### config.mk
export PLATFORM = sky130hd
export DESIGN_NAME = coin_acceptor_flat
export DESIGN_NICKNAME = d
export VERILOG_FILES = /design/src/rtl/coin_pkg.sv /design/src/rtl/coin_acceptor_if.sv /design/src/rtl/coin_fifo.sv /design/src/rtl/coin_acceptor.sv /design/src/flat_wrapper.sv
export SDC_FILE = /design/constraint.sdc
export NUM_CORES = 1
export LEC_CHECK = 0
export ABC_AREA = 1
export CAP_MARGIN = 20
export CORE_MARGIN = 2
export CORE_UTILIZATION = 50
export CTS_CLUSTER_SIZE = 8
export DETAILED_ROUTE_END_ITERATION = 8
export DONT_BUFFER_PORTS = 1
export MAX_ROUTING_LAYER = met4
export PLACE_DENSITY = 0.62
export REMOVE_ABC_BUFFERS = 1
export SETUP_SLACK_MARGIN = 0.02
export SLEW_MARGIN = 10
export SYNTH_ARGS = -nofsm -noshare
export SYNTH_HDL_FRONTEND = slang
export SYNTH_SLANG_ARGS = --single-unit
### constraint.sdc
create_clock -name clock -period 2.35 [get_ports clock]
set_input_delay 0.47 -clock clock [delete_from_list [all_inputs] [get_ports clock]]
set_output_delay 0.47 -clock clock [all_outputs]
set_load 0.01 [all_outputs]
### src/rtl/coin_pkg.sv
// Shared definitions for the coin acceptor: coin codes, FSM state types, audit width.
package coin_pkg;

  typedef enum logic [1:0] {
    COIN_NICKEL  = 2'b00,
    COIN_DIME    = 2'b01,
    COIN_QUARTER = 2'b10,
    COIN_SLUG    = 2'b11
  } coin_type_e;

  typedef enum logic [1:0] {
    D_IDLE,
    D_SETTLE,
    D_CLEAR
  } det_state_e;

  typedef enum logic [1:0] {
    E_IDLE,
    E_PULSE,
    E_GAP
  } emit_state_e;

  localparam int unsigned AUDIT_W = 16;

endpackage

### src/rtl/coin_acceptor_if.sv
// Chute-side inputs and vending-side outputs of the coin acceptor.
// master: the environment (chute sensor + vending FSM); slave: the acceptor.
interface coin_acceptor_if #(
  parameter int unsigned FIFO_DEPTH = 4
) ();
  import coin_pkg::*;

  localparam int unsigned CW = $clog2(FIFO_DEPTH) + 1;

  logic               coin_sense;
  logic [1:0]         coin_type;
  logic               vend_busy;
  logic               nickel_in;
  logic               dime_in;
  logic               reject_pulse;
  logic [CW-1:0]      fifo_count;
  logic               overflow;
  logic [AUDIT_W-1:0] audit_credit;

  modport master (
    output coin_sense, coin_type, vend_busy,
    input  nickel_in, dime_in, reject_pulse, fifo_count, overflow, audit_credit
  );

  modport slave (
    input  coin_sense, coin_type, vend_busy,
    output nickel_in, dime_in, reject_pulse, fifo_count, overflow, audit_credit
  );

endinterface

### src/rtl/coin_fifo.sv
// Synchronous FIFO of accepted coins, 1-bit payload (0 = nickel, 1 = dime).
// Push on full and pop on empty are ignored.
module coin_fifo #(
  parameter int unsigned FIFO_DEPTH = 4,
  localparam int unsigned AW = $clog2(FIFO_DEPTH),
  localparam int unsigned CW = AW + 1
) (
  input  logic          clock,
  input  logic          reset,
  input  logic          push,
  input  logic          pop,
  input  logic          din,
  output logic          dout,
  output logic [CW-1:0] count
);

  logic [FIFO_DEPTH-1:0] r_mem;
  logic [AW-1:0]         r_wr_ptr;
  logic [AW-1:0]         r_rd_ptr;
  logic [CW-1:0]         r_count;
  logic                  w_do_push;
  logic                  w_do_pop;

  assign w_do_push = push && (r_count != CW'(FIFO_DEPTH));
  assign w_do_pop  = pop && (r_count != '0);
  assign dout      = r_mem[r_rd_ptr];
  assign count     = r_count;

  // Storage write; contents need no reset since count gates every read.
  always_ff @(posedge clock) begin
    if (w_do_push) r_mem[r_wr_ptr] <= din;
  end

  // Pointers wrap naturally (power-of-2 depth); count tracks occupancy.
  always_ff @(posedge clock) begin
    if (reset) begin
      r_wr_ptr <= '0;
      r_rd_ptr <= '0;
      r_count  <= '0;
    end else begin
      if (w_do_push) r_wr_ptr <= r_wr_ptr + AW'(1);
      if (w_do_pop)  r_rd_ptr <= r_rd_ptr + AW'(1);
      unique case ({w_do_push, w_do_pop})
        2'b10:   r_count <= r_count + CW'(1);
        2'b01:   r_count <= r_count - CW'(1);
        default: r_count <= r_count;
      endcase
    end
  end

endmodule

### src/rtl/coin_acceptor.sv
// Coin acceptor front end: qualifies chute events, classifies coins, queues good ones and
// replays them as spaced single-cycle nickel_in/dime_in pulses.
// Optional macro COIN_AUDIT_EN enables the saturating audit_credit counter.
module coin_acceptor
  import coin_pkg::*;
#(
  parameter int unsigned FIFO_DEPTH    = 4,
  parameter int unsigned SETTLE_CYCLES = 3,
  parameter int unsigned GAP_CYCLES    = 2
) (
  input  logic            clock,
  input  logic            reset,
  coin_acceptor_if.slave  bus
);

  localparam int unsigned CW = $clog2(FIFO_DEPTH) + 1;
  localparam int unsigned SW = $clog2(SETTLE_CYCLES + 1);
  localparam int unsigned GW = $clog2(GAP_CYCLES + 1);

  det_state_e    r_det;
  emit_state_e   r_emit;
  logic [1:0]    r_type;
  logic [SW-1:0] r_settle_cnt;
  logic [GW-1:0] r_gap_cnt;
  logic          r_reject;
  logic          r_overflow;
  logic          r_nickel;
  logic          r_dime;

  logic          w_stable;
  logic [SW-1:0] w_settle_inc;
  logic          w_qualify;
  logic [1:0]    w_qual_type;
  logic          w_good;
  logic          w_full;
  logic          w_push;
  logic          w_pop;
  logic          w_din;
  logic          w_dout;
  logic [CW-1:0] w_count;

  assign w_stable     = bus.coin_sense && (bus.coin_type == r_type);
  assign w_settle_inc = r_settle_cnt + SW'(1);
  // With SETTLE_CYCLES == 1 the first sampled cycle already qualifies the coin.
  assign w_qualify    = ((r_det == D_IDLE) && bus.coin_sense && (SETTLE_CYCLES == 1)) ||
                        ((r_det == D_SETTLE) && w_stable &&
                         (w_settle_inc == SW'(SETTLE_CYCLES)));
  assign w_qual_type  = (r_det == D_IDLE) ? bus.coin_type : r_type;
  assign w_good       = (w_qual_type == COIN_NICKEL) || (w_qual_type == COIN_DIME);
  // Registered count only: a pop on the same edge does not free a slot.
  assign w_full       = (w_count == CW'(FIFO_DEPTH));
  assign w_push       = w_qualify && w_good && !w_full;
  assign w_din        = (w_qual_type == COIN_DIME);
  assign w_pop        = (r_emit == E_IDLE) && (w_count != '0) && !bus.vend_busy;

  coin_fifo #(
    .FIFO_DEPTH (FIFO_DEPTH)
  ) u_fifo (
    .clock (clock),
    .reset (reset),
    .push  (w_push),
    .pop   (w_pop),
    .din   (w_din),
    .dout  (w_dout),
    .count (w_count)
  );

  // Detector: debounce the chute, classify once per coin, drive reject/overflow.
  always_ff @(posedge clock) begin
    if (reset) begin
      // Start in D_CLEAR so a coin already in the chute is ignored until it leaves.
      r_det        <= D_CLEAR;
      r_type       <= '0;
      r_settle_cnt <= '0;
      r_reject     <= 1'b0;
      r_overflow   <= 1'b0;
    end else begin
      r_reject <= w_qualify && (!w_good || w_full);
      if (w_qualify && w_good && w_full) r_overflow <= 1'b1;
      unique case (r_det)
        D_IDLE: begin
          if (bus.coin_sense) begin
            r_type       <= bus.coin_type;
            r_settle_cnt <= SW'(1);
            r_det        <= w_qualify ? D_CLEAR : D_SETTLE;
          end
        end
        D_SETTLE: begin
          if (!w_stable)      r_det <= D_IDLE;
          else if (w_qualify) r_det <= D_CLEAR;
          else                r_settle_cnt <= w_settle_inc;
        end
        D_CLEAR: begin
          if (!bus.coin_sense) r_det <= D_IDLE;
        end
        default: r_det <= D_CLEAR;
      endcase
    end
  end

  // Emitter: pop one coin, pulse for one cycle, then hold off for GAP_CYCLES.
  always_ff @(posedge clock) begin
    if (reset) begin
      r_emit    <= E_IDLE;
      r_nickel  <= 1'b0;
      r_dime    <= 1'b0;
      r_gap_cnt <= '0;
    end else begin
      r_nickel <= 1'b0;
      r_dime   <= 1'b0;
      unique case (r_emit)
        E_IDLE: begin
          if (w_pop) begin
            r_nickel <= !w_dout;
            r_dime   <= w_dout;
            r_emit   <= E_PULSE;
          end
        end
        E_PULSE: begin
          r_gap_cnt <= '0;
          r_emit    <= E_GAP;
        end
        E_GAP: begin
          if (r_gap_cnt == GW'(GAP_CYCLES - 1)) r_emit <= E_IDLE;
          else                                  r_gap_cnt <= r_gap_cnt + GW'(1);
        end
        default: r_emit <= E_IDLE;
      endcase
    end
  end

  assign bus.nickel_in    = r_nickel;
  assign bus.dime_in      = r_dime;
  assign bus.reject_pulse = r_reject;
  assign bus.overflow     = r_overflow;
  assign bus.fifo_count   = w_count;

`ifdef COIN_AUDIT_EN
  logic [AUDIT_W-1:0] r_audit;
  logic [AUDIT_W:0]   w_audit_sum;

  assign w_audit_sum = {1'b0, r_audit} + (r_dime   ? (AUDIT_W+1)'(2) :
                                          r_nickel ? (AUDIT_W+1)'(1) : '0);

  // Running credit in nickels, saturating at all-ones.
  always_ff @(posedge clock) begin
    if (reset) r_audit <= '0;
    else       r_audit <= w_audit_sum[AUDIT_W] ? '1 : w_audit_sum[AUDIT_W-1:0];
  end

  assign bus.audit_credit = r_audit;
`else
  assign bus.audit_credit = '0;
`endif

endmodule

### src/flat_wrapper.sv
// flat-port wrapper written by rule: the top's interface ports become plain ports
module coin_acceptor_flat import coin_pkg::*;
#(
  parameter int unsigned FIFO_DEPTH    = 4,
  parameter int unsigned SETTLE_CYCLES = 3,
  parameter int unsigned GAP_CYCLES    = 2
)
  (clock, reset, bus_coin_sense, bus_coin_type, bus_vend_busy, bus_nickel_in, bus_dime_in, bus_reject_pulse, bus_fifo_count, bus_overflow, bus_audit_credit);
  coin_acceptor_if #(.FIFO_DEPTH(FIFO_DEPTH)) bus_i ();
  input  logic clock;
  input  logic reset;
  input wire logic [$bits(bus_i.coin_sense)-1:0] bus_coin_sense;
  input wire logic [$bits(bus_i.coin_type)-1:0] bus_coin_type;
  input wire logic [$bits(bus_i.vend_busy)-1:0] bus_vend_busy;
  output wire logic [$bits(bus_i.nickel_in)-1:0] bus_nickel_in;
  output wire logic [$bits(bus_i.dime_in)-1:0] bus_dime_in;
  output wire logic [$bits(bus_i.reject_pulse)-1:0] bus_reject_pulse;
  output wire logic [$bits(bus_i.fifo_count)-1:0] bus_fifo_count;
  output wire logic [$bits(bus_i.overflow)-1:0] bus_overflow;
  output wire logic [$bits(bus_i.audit_credit)-1:0] bus_audit_credit;
  assign bus_i.coin_sense = bus_coin_sense;
  assign bus_i.coin_type = bus_coin_type;
  assign bus_i.vend_busy = bus_vend_busy;
  assign bus_nickel_in = bus_i.nickel_in;
  assign bus_dime_in = bus_i.dime_in;
  assign bus_reject_pulse = bus_i.reject_pulse;
  assign bus_fifo_count = bus_i.fifo_count;
  assign bus_overflow = bus_i.overflow;
  assign bus_audit_credit = bus_i.audit_credit;
  coin_acceptor #(.FIFO_DEPTH(FIFO_DEPTH), .SETTLE_CYCLES(SETTLE_CYCLES), .GAP_CYCLES(GAP_CYCLES)) u_core (.clock(clock), .reset(reset), .bus(bus_i));
endmodule
---- After elaboration in Yosys (flattened, before gate mapping) ----
Index checks and enable logic that the tools add are counted.
cells by class
  add/subtract/negate cells ............... 6
  order comparisons ....................... 3
  equality and inequality tests ........... 20
  mux-type cells .......................... 22
  bitwise gates (word level) .............. 2
  reduce and logical (&&, ||, !) cells .... 31
operator list
  cell                                                        number
  2-to-1 mux 2 bit                                            12
  logical AND 1 bit                                           12
  one-hot mux 2 bit (3 select lines)                          2
  equality test 2 x 1 -> 1 bit, second input constant         5
  inequality test 2 bit, second input constant                5
  adder 2 x 1 -> 2 bit, second input constant                 4
  equality test 2 bit, second input constant                  4
  one-hot mux 2 bit (2 select lines)                          2
  zero test 2 bit                                             3
  less-than comparator 2 x 3 -> 1 bit, second input constant  2
  inequality test 3 bit, second input constant                2
  one-hot mux 3 bit (2 select lines)                          1
  AND reduction 2 bit                                         3
  nonzero test 2 bit                                          3
  bitwise mux 4 bit                                           1
  zero test 1 bit                                             4
  inequality test 2 x 1 -> 1 bit, second input constant       2
  AND reduction 4 bit                                         1
  adder 3 x 1 -> 3 bit, second input constant                 1
  equality test 3 bit, second input constant                  1
  AND reduction 3 bit                                         1
  nonzero test 3 bit                                          1
  OR reduction 3 bit                                          1
  subtractor 3 x 1 -> 3 bit, second input constant            1
  other kinds (7)                                             10
word-level totals
  bits in registers ....................... 25
  input bits .............................. 6
  output and inout bits ................... 23
  logic and storage cells ................. 97

---- Longest topological paths before layout ----
Gate-level depths: netlist (run 1).
  depth after elaboration ................. 9
  mapped depth ............................ 12
  depth with buffers taken out ............ 12

---- By module ----
A second synthesis (run 1) with hierarchy kept.
unflattened totals
  cell total of the unflattened synthesis .. 188
  area total of the unflattened synthesis .. 1436.4 µm²
modules (own cells, without submodules)
  module         instances  cells an instance  area an instance (µm²)
  coin_acceptor  1          113                824.5
  coin_fifo      1          75                 611.8

---- Worst setup path after synthesis (run 1) ----
OpenSTA, ideal clock, no wires.
  path kind ............................... register -> register
  start point ............................. register u_core.u_fifo.r_count[2] (netlist: u_core.u_fifo.count[2])
  end point ............................... register u_core.u_fifo.r_count[2] (netlist: u_core.u_fifo.count[2])
  setup time .............................. 0.122 ns
  arrival time ............................ 1.934 ns
  path slack .............................. 0.294 ns
  stages on the path, launching flop included .. 12
  period minus slack after synthesis ...... 2.056 ns
  cells stage by stage .................... dfxtp_1 > inv_1 > nor3_1 > nor2_4 > nand3_4 > ha_1 > inv_1 > fa_1 > a21oi_1 > o21ai_0 > o21ai_0 > a21oi_1
between the ends
  word-level cells in the longest chain between the ends .. 6
  elaborated cells between the ends (all ways) .. 15
ends and longest elaborated chain
  element                                                                   line                                                       source
  from (decl)                                                               coin_fifo.sv:20                                            logic [CW-1:0] r_count;
  from (signal assigned)                                                    coin_fifo.sv:44                                            2'b10: r_count <= r_count + CW'(1);
  from (signal assigned)                                                    coin_fifo.sv:45                                            2'b01: r_count <= r_count - CW'(1);
  from (signal assigned)                                                    coin_fifo.sv:46                                            default: r_count <= r_count;
  equality test 3 bit or nonzero test 3 bit (tied branches)                 coin_acceptor.sv:51, coin_fifo.sv:25, coin_acceptor.sv:54
  zero test 1 bit or logical AND 1 bit (tied branches)                      coin_acceptor.sv:52, coin_acceptor.sv:54
  logical AND 1 bit, on equally long branches                               coin_acceptor.sv:52, coin_acceptor.sv:54
  logical AND 1 bit, on equally long branches                               coin_fifo.sv:24, coin_fifo.sv:25
  equality test 2 x 1 -> 1 bit or equality test 2 bit (tied branches)       coin_fifo.sv:43                                            unique case ({w_do_push, w_do_pop})
  one-hot mux 3 bit (2 select lines) or nonzero test 2 bit (tied branches)  --
Parallel ways exist; a longest one is shown, timed or not.
A chain may end at the register's enable or synchronous reset.

---- Worst setup path in the final report (run 1) ----
Same ends and word-level chain as after synthesis.

==> flow_summary.ini, run 1 <==
[critical_path]
cp.required_ns = 2.57
cp_slowest_stage_delay_ns = 0.43
critPathSlowestCell = dfxtp_1
crit_path_end_kind = flop
r2r_slack_ns = 0.23
worstSetupStartpointType = flop
path_max_fanout = 7
r2r_end = u_core.u_fifo.count[2]$_SDFFE_PP0P_
crit_type = flop to flop
r2r-start = u_core.u_fifo.count[2]$_SDFFE_PP0P_
reg2reg_depth = 11
cp.arrival_ns = 2.34
crit_path_cell_trace = inv_1 > nor3_2 > nor2_4 > nand3_4 > ha_1 > inv_1 > fa_1 > a21oi_1 > o21ai_0 > o21ai_0 > a21oi_1

[power]
p_comb_frac = 0.078
power.share.sequential = 0.639
peakVddDrop_mv = 0.402
power_switching_share = 0.255
power.density_nw_per_um2 = 511
switchingPower_w = 0.000178
power.share.clock = 0.283
intPower_w = 0.000519
leakage_nw = 0.587

[detailed_routing]
drc = 0
drtIter0Drc = 22
vias = 975
wl_per_cell_um = 10.5
vias_per_cell = 4.78
first_pass_iters = 4
drt-total-wl_um = 2150
postRouteAntennaNets = 0

[clock_network]
clock_sinks = 25
cts_root_buf = clkbuf_4
clkTransAtPathRegs_ns = 0.14
clock_latency_ns = 0.32
htreeDepth = 1
cts_buffer_depth = 2
holdBufCountCts = 0
numCtsBuffers = 3
cts_tree = built

[synth]
async_flop_share = 0
synth_edf_count = 4
synth_area_leader_cell = dfxtp_1
syn-cell-area_um2 = 1360
ys_ff_latch = 25
synth_area_leaders = dfxtp_1 (31%), buf_4 (8.9%), edfxtp_1 (8.9%)
ys.flop_type = dfxtp_1
synthCells = 172
yosysUniqueCellTypes = 28
synth.top_cell.area_share = 0.310
yosysWarningCount = 0
ys_seq_area_frac = 0.399
avgSynthCellArea_um2 = 7.89

[min_path]
worst_hold_path.endpoint = u_core.u_fifo.count[1]$_SDFFE_PP0P_
worstHoldStart = reset
hold_depth = 1
hp-class = primary input to flop

[final_layout]
nNetsFinal = 189
fillerInstances = 250
drive_above_1_share = 0.0977
antennaDiodeCount = 0
final_common_cell = inv_1
area_growth_syn_to_layout_pct = 0.554
mostFrequentLayoutCells = inv_1 (31), nand2_1 (20), nor2_1 (19), dfxtp_1 (19), conb_1 (16)
stdcell_count = 204

[placement]
portBuffers = 0
place_congestion = 0.825
dpl.cell_count = 200
dp_slack_ns = 0.129
place.detailed.hpwl_um = 1700

[die]
core_area_um2 = 2520
die_h_um = 56.1
num_rows = 18
die_area_um2 = 3140
fp.dieW_um = 56.1
pin_count = 29
initial_core_util = 0.538

[sta]
fin_crit_sh = 0.901
hold_ws_ns = 0.193
drv_slew = 0
fin_tns_setup_ns = 0
fin_ws_ns = 0.232
fin_worst_skew_ns = 0.00227
rsz0062_at_grt = no
finalHoldViolations = 0
setup_viol = 0
final.min_clock_period_ns = 2.12
timing.fmax_ghz = 0.472

[global_route]
grt_max_degree = 16
grt_pass1_wl_um = 3600
grt_usage = 0.149
antenna_found_initial = 0
grt_pass1_vias = 897
overflow = 0

[flow_run]
maxCapViolations = 0

[run_status]
status = completed
==> logic make-up (layout without fill, tap and decap cells) <==
kind of cell / after synthesis / count (layout) / share of synthesized area
AND/OR/NAND/NOR: 59 / 59 / 0.218
buffers and inverters: 50 / 37 / 0.183
AO/OA/AOI/OAI: 28 / 28 / 0.113
flip-flops: 25 / 25 / 0.399
adder cells (fa/ha/maj): 8 / 8 / 0.0793
other: 1 / 16 / 0.00276
XOR/XNOR: 1 / 1 / 0.00646
==> synth_stat cells, drive strengths merged, types with 2 or more instances <==
master	instances
inv	33
nand2	22
nor2	22
dfxtp	21
buf	16
a21oi	13
o21ai	12
ha	7
nor3	6
edfxtp	4
nand3	4
nand3b	2
nand4	2
==> power by group through the flow <==
stage	logic, W	registers [W]	clock network, W
after detailed placement	0.0000544	0.000455	0
after global placement	0.0000533	0.000454	0
final	0.0000545	0.000445	0.000197
after global routing	0.0000624	0.000446	0.000221
after floorplan	0.0000468	0.000454	0
after CTS	0.0000546	0.000445	0.000207
==> flip-flops by register name (all words and copies together), names as in the netlist, 2 cells and up <==
name and count:
u_core.r_det 2, u_core.u_fifo.r_mem 4, u_core.r_settle_cnt 2, u_core.u_fifo.r_wr_ptr 2, u_core.u_fifo.r_rd_ptr 2, u_core.r_type 2
u_core.r_gap_cnt 2, u_core.r_emit 2, u_core.u_fifo.count 3
==> stage by stage <==
stage / util / power, W / cell area (um2)
after detailed placement: 0.526 / 0.000509 / 1330
after global routing: 0.541 / 0.000729 / 1360
after floorplan: - / 0.000501 / 1290
final: 0.541 / 0.000697 / 1360
after CTS: 0.538 / 0.000707 / 1360
after global placement: 0.526 / 0.000508 / 1330
==> worst max-delay path: cells and delay by family, from the launching register on <==
family                     cells  cell delay [ns]
DFF                            1             0.43
adders and majority gates      2             0.52
and+or+nand+nor                3             0.44
buffers and inverters          2             0.16
AOI/OAI and AO/OA              4             0.47
==> what timing repair did <==
action	in CTS	in global routing
gates resized for setup	0	3
setup buffers	0	0
endpoints found under the setup margin	0	1
==> layer usage <==
| metal | track usage | vias to the layer above | wire length [um] |
|---|---|---|---|
| li1 | - | 511 | - |
| met1 | 0.150 | 440 | 872 |
| met2 | 0.264 | 22 | 1140 |
| met3 | 0.0488 | 2 | 114 |
| met4 | 0.0612 | 0 | 21 |
| met5 | - | - | 0 |
==> worst max path at each step <==
stage | start | to | slack (ns) | depth (start not counted)
after floorplan | u_core.u_fifo.count[2]$_SDFFE_PP0P_ | u_core.u_fifo.count[2]$_SDFFE_PP0P_ | 0.29 | 11
after global placement | u_core.u_fifo.count[2]$_SDFFE_PP0P_ | u_core.u_fifo.count[2]$_SDFFE_PP0P_ | 0.16 | 11
after detailed placement | u_core.u_fifo.count[2]$_SDFFE_PP0P_ | u_core.u_fifo.count[2]$_SDFFE_PP0P_ | 0.13 | 11
after CTS | u_core.u_fifo.count[2]$_SDFFE_PP0P_ | u_core.u_fifo.count[2]$_SDFFE_PP0P_ | 0.11 | 11
after global routing | u_core.r_det[1]$_SDFFE_PP1P_ | u_core.u_fifo.count[2]$_SDFFE_PP0P_ | 0.03 | 12
final | u_core.u_fifo.count[2]$_SDFFE_PP0P_ | u_core.u_fifo.count[2]$_SDFFE_PP0P_ | 0.23 | 11
==> cell type report <==
type,count,area [um2],share of cell area
tap,30,37.5,0.0275
sequential,25,543,0.398
inverter,33,124,0.0908
multi-input combinational,112,629,0.461
clock inverter,1,7.51,0.00550
clock buffer,3,22.5,0.0165
No activity file was read; power rests on OpenSTA's default activity.
==> inputs of run 2 (changes only) <==
--- a/config.mk
+++ b/config.mk
@@ -6,7 +6,6 @@
 export NUM_CORES = 1
 export LEC_CHECK = 0
 export ABC_AREA = 1
-export CAP_MARGIN = 20
 export CORE_MARGIN = 2
 export CORE_UTILIZATION = 50
 export CTS_CLUSTER_SIZE = 8
==> results of run 2 <==
Same layout as run 1: the final DEF is identical, and so are final timing and power.
==> inputs of run 3 (changes only) <==
--- a/config.mk
+++ b/config.mk
@@ -6,8 +6,10 @@
 export NUM_CORES = 1
 export LEC_CHECK = 0
 export ABC_AREA = 1
-export CORE_MARGIN = 2
+export CORE_ASPECT_RATIO = 0.75
+export CORE_MARGIN = 8
 export CORE_UTILIZATION = 50
+export CTS_CLUSTER_DIAMETER = 60
 export CTS_CLUSTER_SIZE = 8
 export DETAILED_ROUTE_END_ITERATION = 8
 export DONT_BUFFER_PORTS = 1
==> run 3 against run 2 <==
Clock power hardly changed. Wire length grew 6.1%. Worst hold slack worse by 0.0011 ns. Core utilization down 1.0 points. Cell count increased by 3.9%. Die area grew 48%. Count of clock-buffer cells in the layout unchanged. Cell area rose by 1.2%. Maximum frequency fell by 1.9%. Setup slack lost 0.040 ns. Non-clock buffer count grew 2. First-iteration DRC count rose to 2.5 times the previous value. Largest cell class unchanged.
==> flow_summary.ini, run 3 (same netlist as run 1, synthesis figures left out) <==
[critical_path]
r2r-start = u_core.u_fifo.count[2]$_SDFFE_PP0P_
cp.required_ns = 2.58
r2r_end = u_core.u_fifo.count[2]$_SDFFE_PP0P_
crit_path_end_kind = flop
cp.arrival_ns = 2.38
reg2reg_depth = 12
critical_path_buf_inv_count = 3
crit_path_cell_trace = inv_1 > nor3_1 > buf_4 > nor2_4 > nand3_4 > ha_1 > inv_1 > fa_1 > a21oi_1 > o21ai_0 > o21ai_0 > a21oi_1
crit_type = flop to flop
critPathSlowestCell = dfxtp_2
worstSetupStartpointType = flop
worst_path_dominant_cell_family = adder cells
cp_slowest_stage_delay_ns = 0.40
path_max_fanout = 7
r2r_slack_ns = 0.19

[die]
core_area_um2 = 2600
initial_core_util = 0.521
die_h_um = 61.1
fp.dieW_um = 76.1
pin_count = 29
num_rows = 16
die_area_um2 = 4650

[sta]
drv_slew = 0
fin_ws_ns = 0.191
fin_worst_skew_ns = 0.000734
fin_crit_sh = 0.919
timing.fmax_ghz = 0.463
final.min_clock_period_ns = 2.16
finalHoldViolations = 0
fin_tns_setup_ns = 0
rsz0062_at_grt = no
setup_viol = 0

[final_layout]
final_cell_area_um2 = 1380
area_growth_syn_to_layout_pct = 1.75
antennaDiodeCount = 0
multi_input_area_um2 = 624
nNetsFinal = 191
fillerInstances = 255
final-seq-area_um2 = 542
largest_reg_flops = 4
top_register = u_core.u_fifo.r_mem
stdcell_count = 212
drive_above_1_share = 0.0966
final_common_cell = inv_1
mostFrequentLayoutCells = inv_1 (31), nand2_1 (20), dfxtp_1 (20)

[clock_network]
numCtsBuffers = 3
clock_latency_ns = 0.32
htreeDepth = 1
postCtsSetupRepairBufs = 0
cts_tree = built
clock_sinks = 25
cts_root_buf = clkbuf_4
cts_buffer_depth = 2
clkTransAtPathRegs_ns = 0.14
holdBufCountCts = 0

[power]
power_switching_share = 0.257
power.share.clock = 0.285
total_power_w = 0.000699
intPower_w = 0.000519
peakVddDrop_mv = 0.364
p_comb_frac = 0.078
power.share.sequential = 0.637
leakage_nw = 0.591
power.density_nw_per_um2 = 506
switchingPower_w = 0.000180

[detailed_routing]
first_pass_iters = 4
vias = 983
drt-total-wl_um = 2280
wl_per_cell_um = 10.7
drtIter0Drc = 56
drc = 0
vias_per_cell = 4.64
postRouteAntennaNets = 0

[placement]
dpl.cell_count = 208
place.detailed.hpwl_um = 1810
portBuffers = 0
dp_slack_ns = 0.152
place_area_um2 = 1350
place_congestion = 0.814

[run_status]
status = completed

[min_path]
worstHoldStart = reset
hold_depth = 1
hp-class = primary input to flop
worst_hold_path.endpoint = u_core.r_settle_cnt[1]$_SDFFE_PP0P_

[global_route]
antenna_found_initial = 0
grt_usage = 0.103
grt_pass1_wl_um = 3830
overflow = 0
grt_pass1_vias = 919
grt_max_degree = 16

[flow_run]
maxCapViolations = 0
-- run 3: worst max-delay path by stage --
stage	start	to	cells after the start
2_1_floorplan	u_core.u_fifo.count[2]$_SDFFE_PP0P_	u_core.u_fifo.count[2]$_SDFFE_PP0P_	11
3_3_place_gp	u_core.u_fifo.count[2]$_SDFFE_PP0P_	u_core.u_fifo.count[2]$_SDFFE_PP0P_	12
3_5_place_dp	u_core.u_fifo.count[2]$_SDFFE_PP0P_	u_core.u_fifo.count[2]$_SDFFE_PP0P_	12
4_1_cts	u_core.u_fifo.count[2]$_SDFFE_PP0P_	u_core.u_fifo.count[2]$_SDFFE_PP0P_	12
5_1_grt	u_core.r_det[1]$_SDFFE_PP1P_	u_core.u_fifo.count[2]$_SDFFE_PP0P_	12
6_report	u_core.u_fifo.count[2]$_SDFFE_PP0P_	u_core.u_fifo.count[2]$_SDFFE_PP0P_	12
-- run 3: through the flow --
stage	hold WS [ns]	utilization
floorplan	0.429	-
global placement	0.443	0.518
detailed placement	0.462	0.518
CTS	0.179	0.530
global route	0.171	0.530
finish	0.192	0.530
-- run 3: area by class of cell --
| cell class | count | share of cell area |
|---|---|---|
| Clock buffer | 3 | 0.0163 |
| Sequential cell | 25 | 0.393 |
| Inverter | 33 | 0.0898 |
| Tap cell | 36 | 0.0326 |
| Timing Repair Buffer | 2 | 0.0109 |
| Clock inverter | 1 | 0.00544 |
| Multi-Input combinational cell | 112 | 0.452 |
-- run 3: routing by layer --
| layer | track usage | routed length (um) |
|---|---|---|
| met4 | 0.0163 | 15 |
| met3 | 0.0466 | 174 |
| met5 | - | 0 |
| met2 | 0.169 | 953 |
| met1 | 0.117 | 1130 |
-- run 3: power groups by stage --
stage	Clock, W	Combinational, W	Sequential (W)
after global placement	0	0.0000531	0.000454
after floorplan	0	0.0000468	0.000454
after detailed placement	0	0.0000536	0.000454
final	0.000199	0.0000548	0.000445
after CTS	0.000206	0.0000539	0.000445
after global routing	0.000218	0.0000642	0.000446
-- run 3: timing repair --
action                                 4_1_cts  5_1_grt
setup endpoints to repair                    0        1
endpoints found under the hold margin        0        0
resized for setup                            0        1
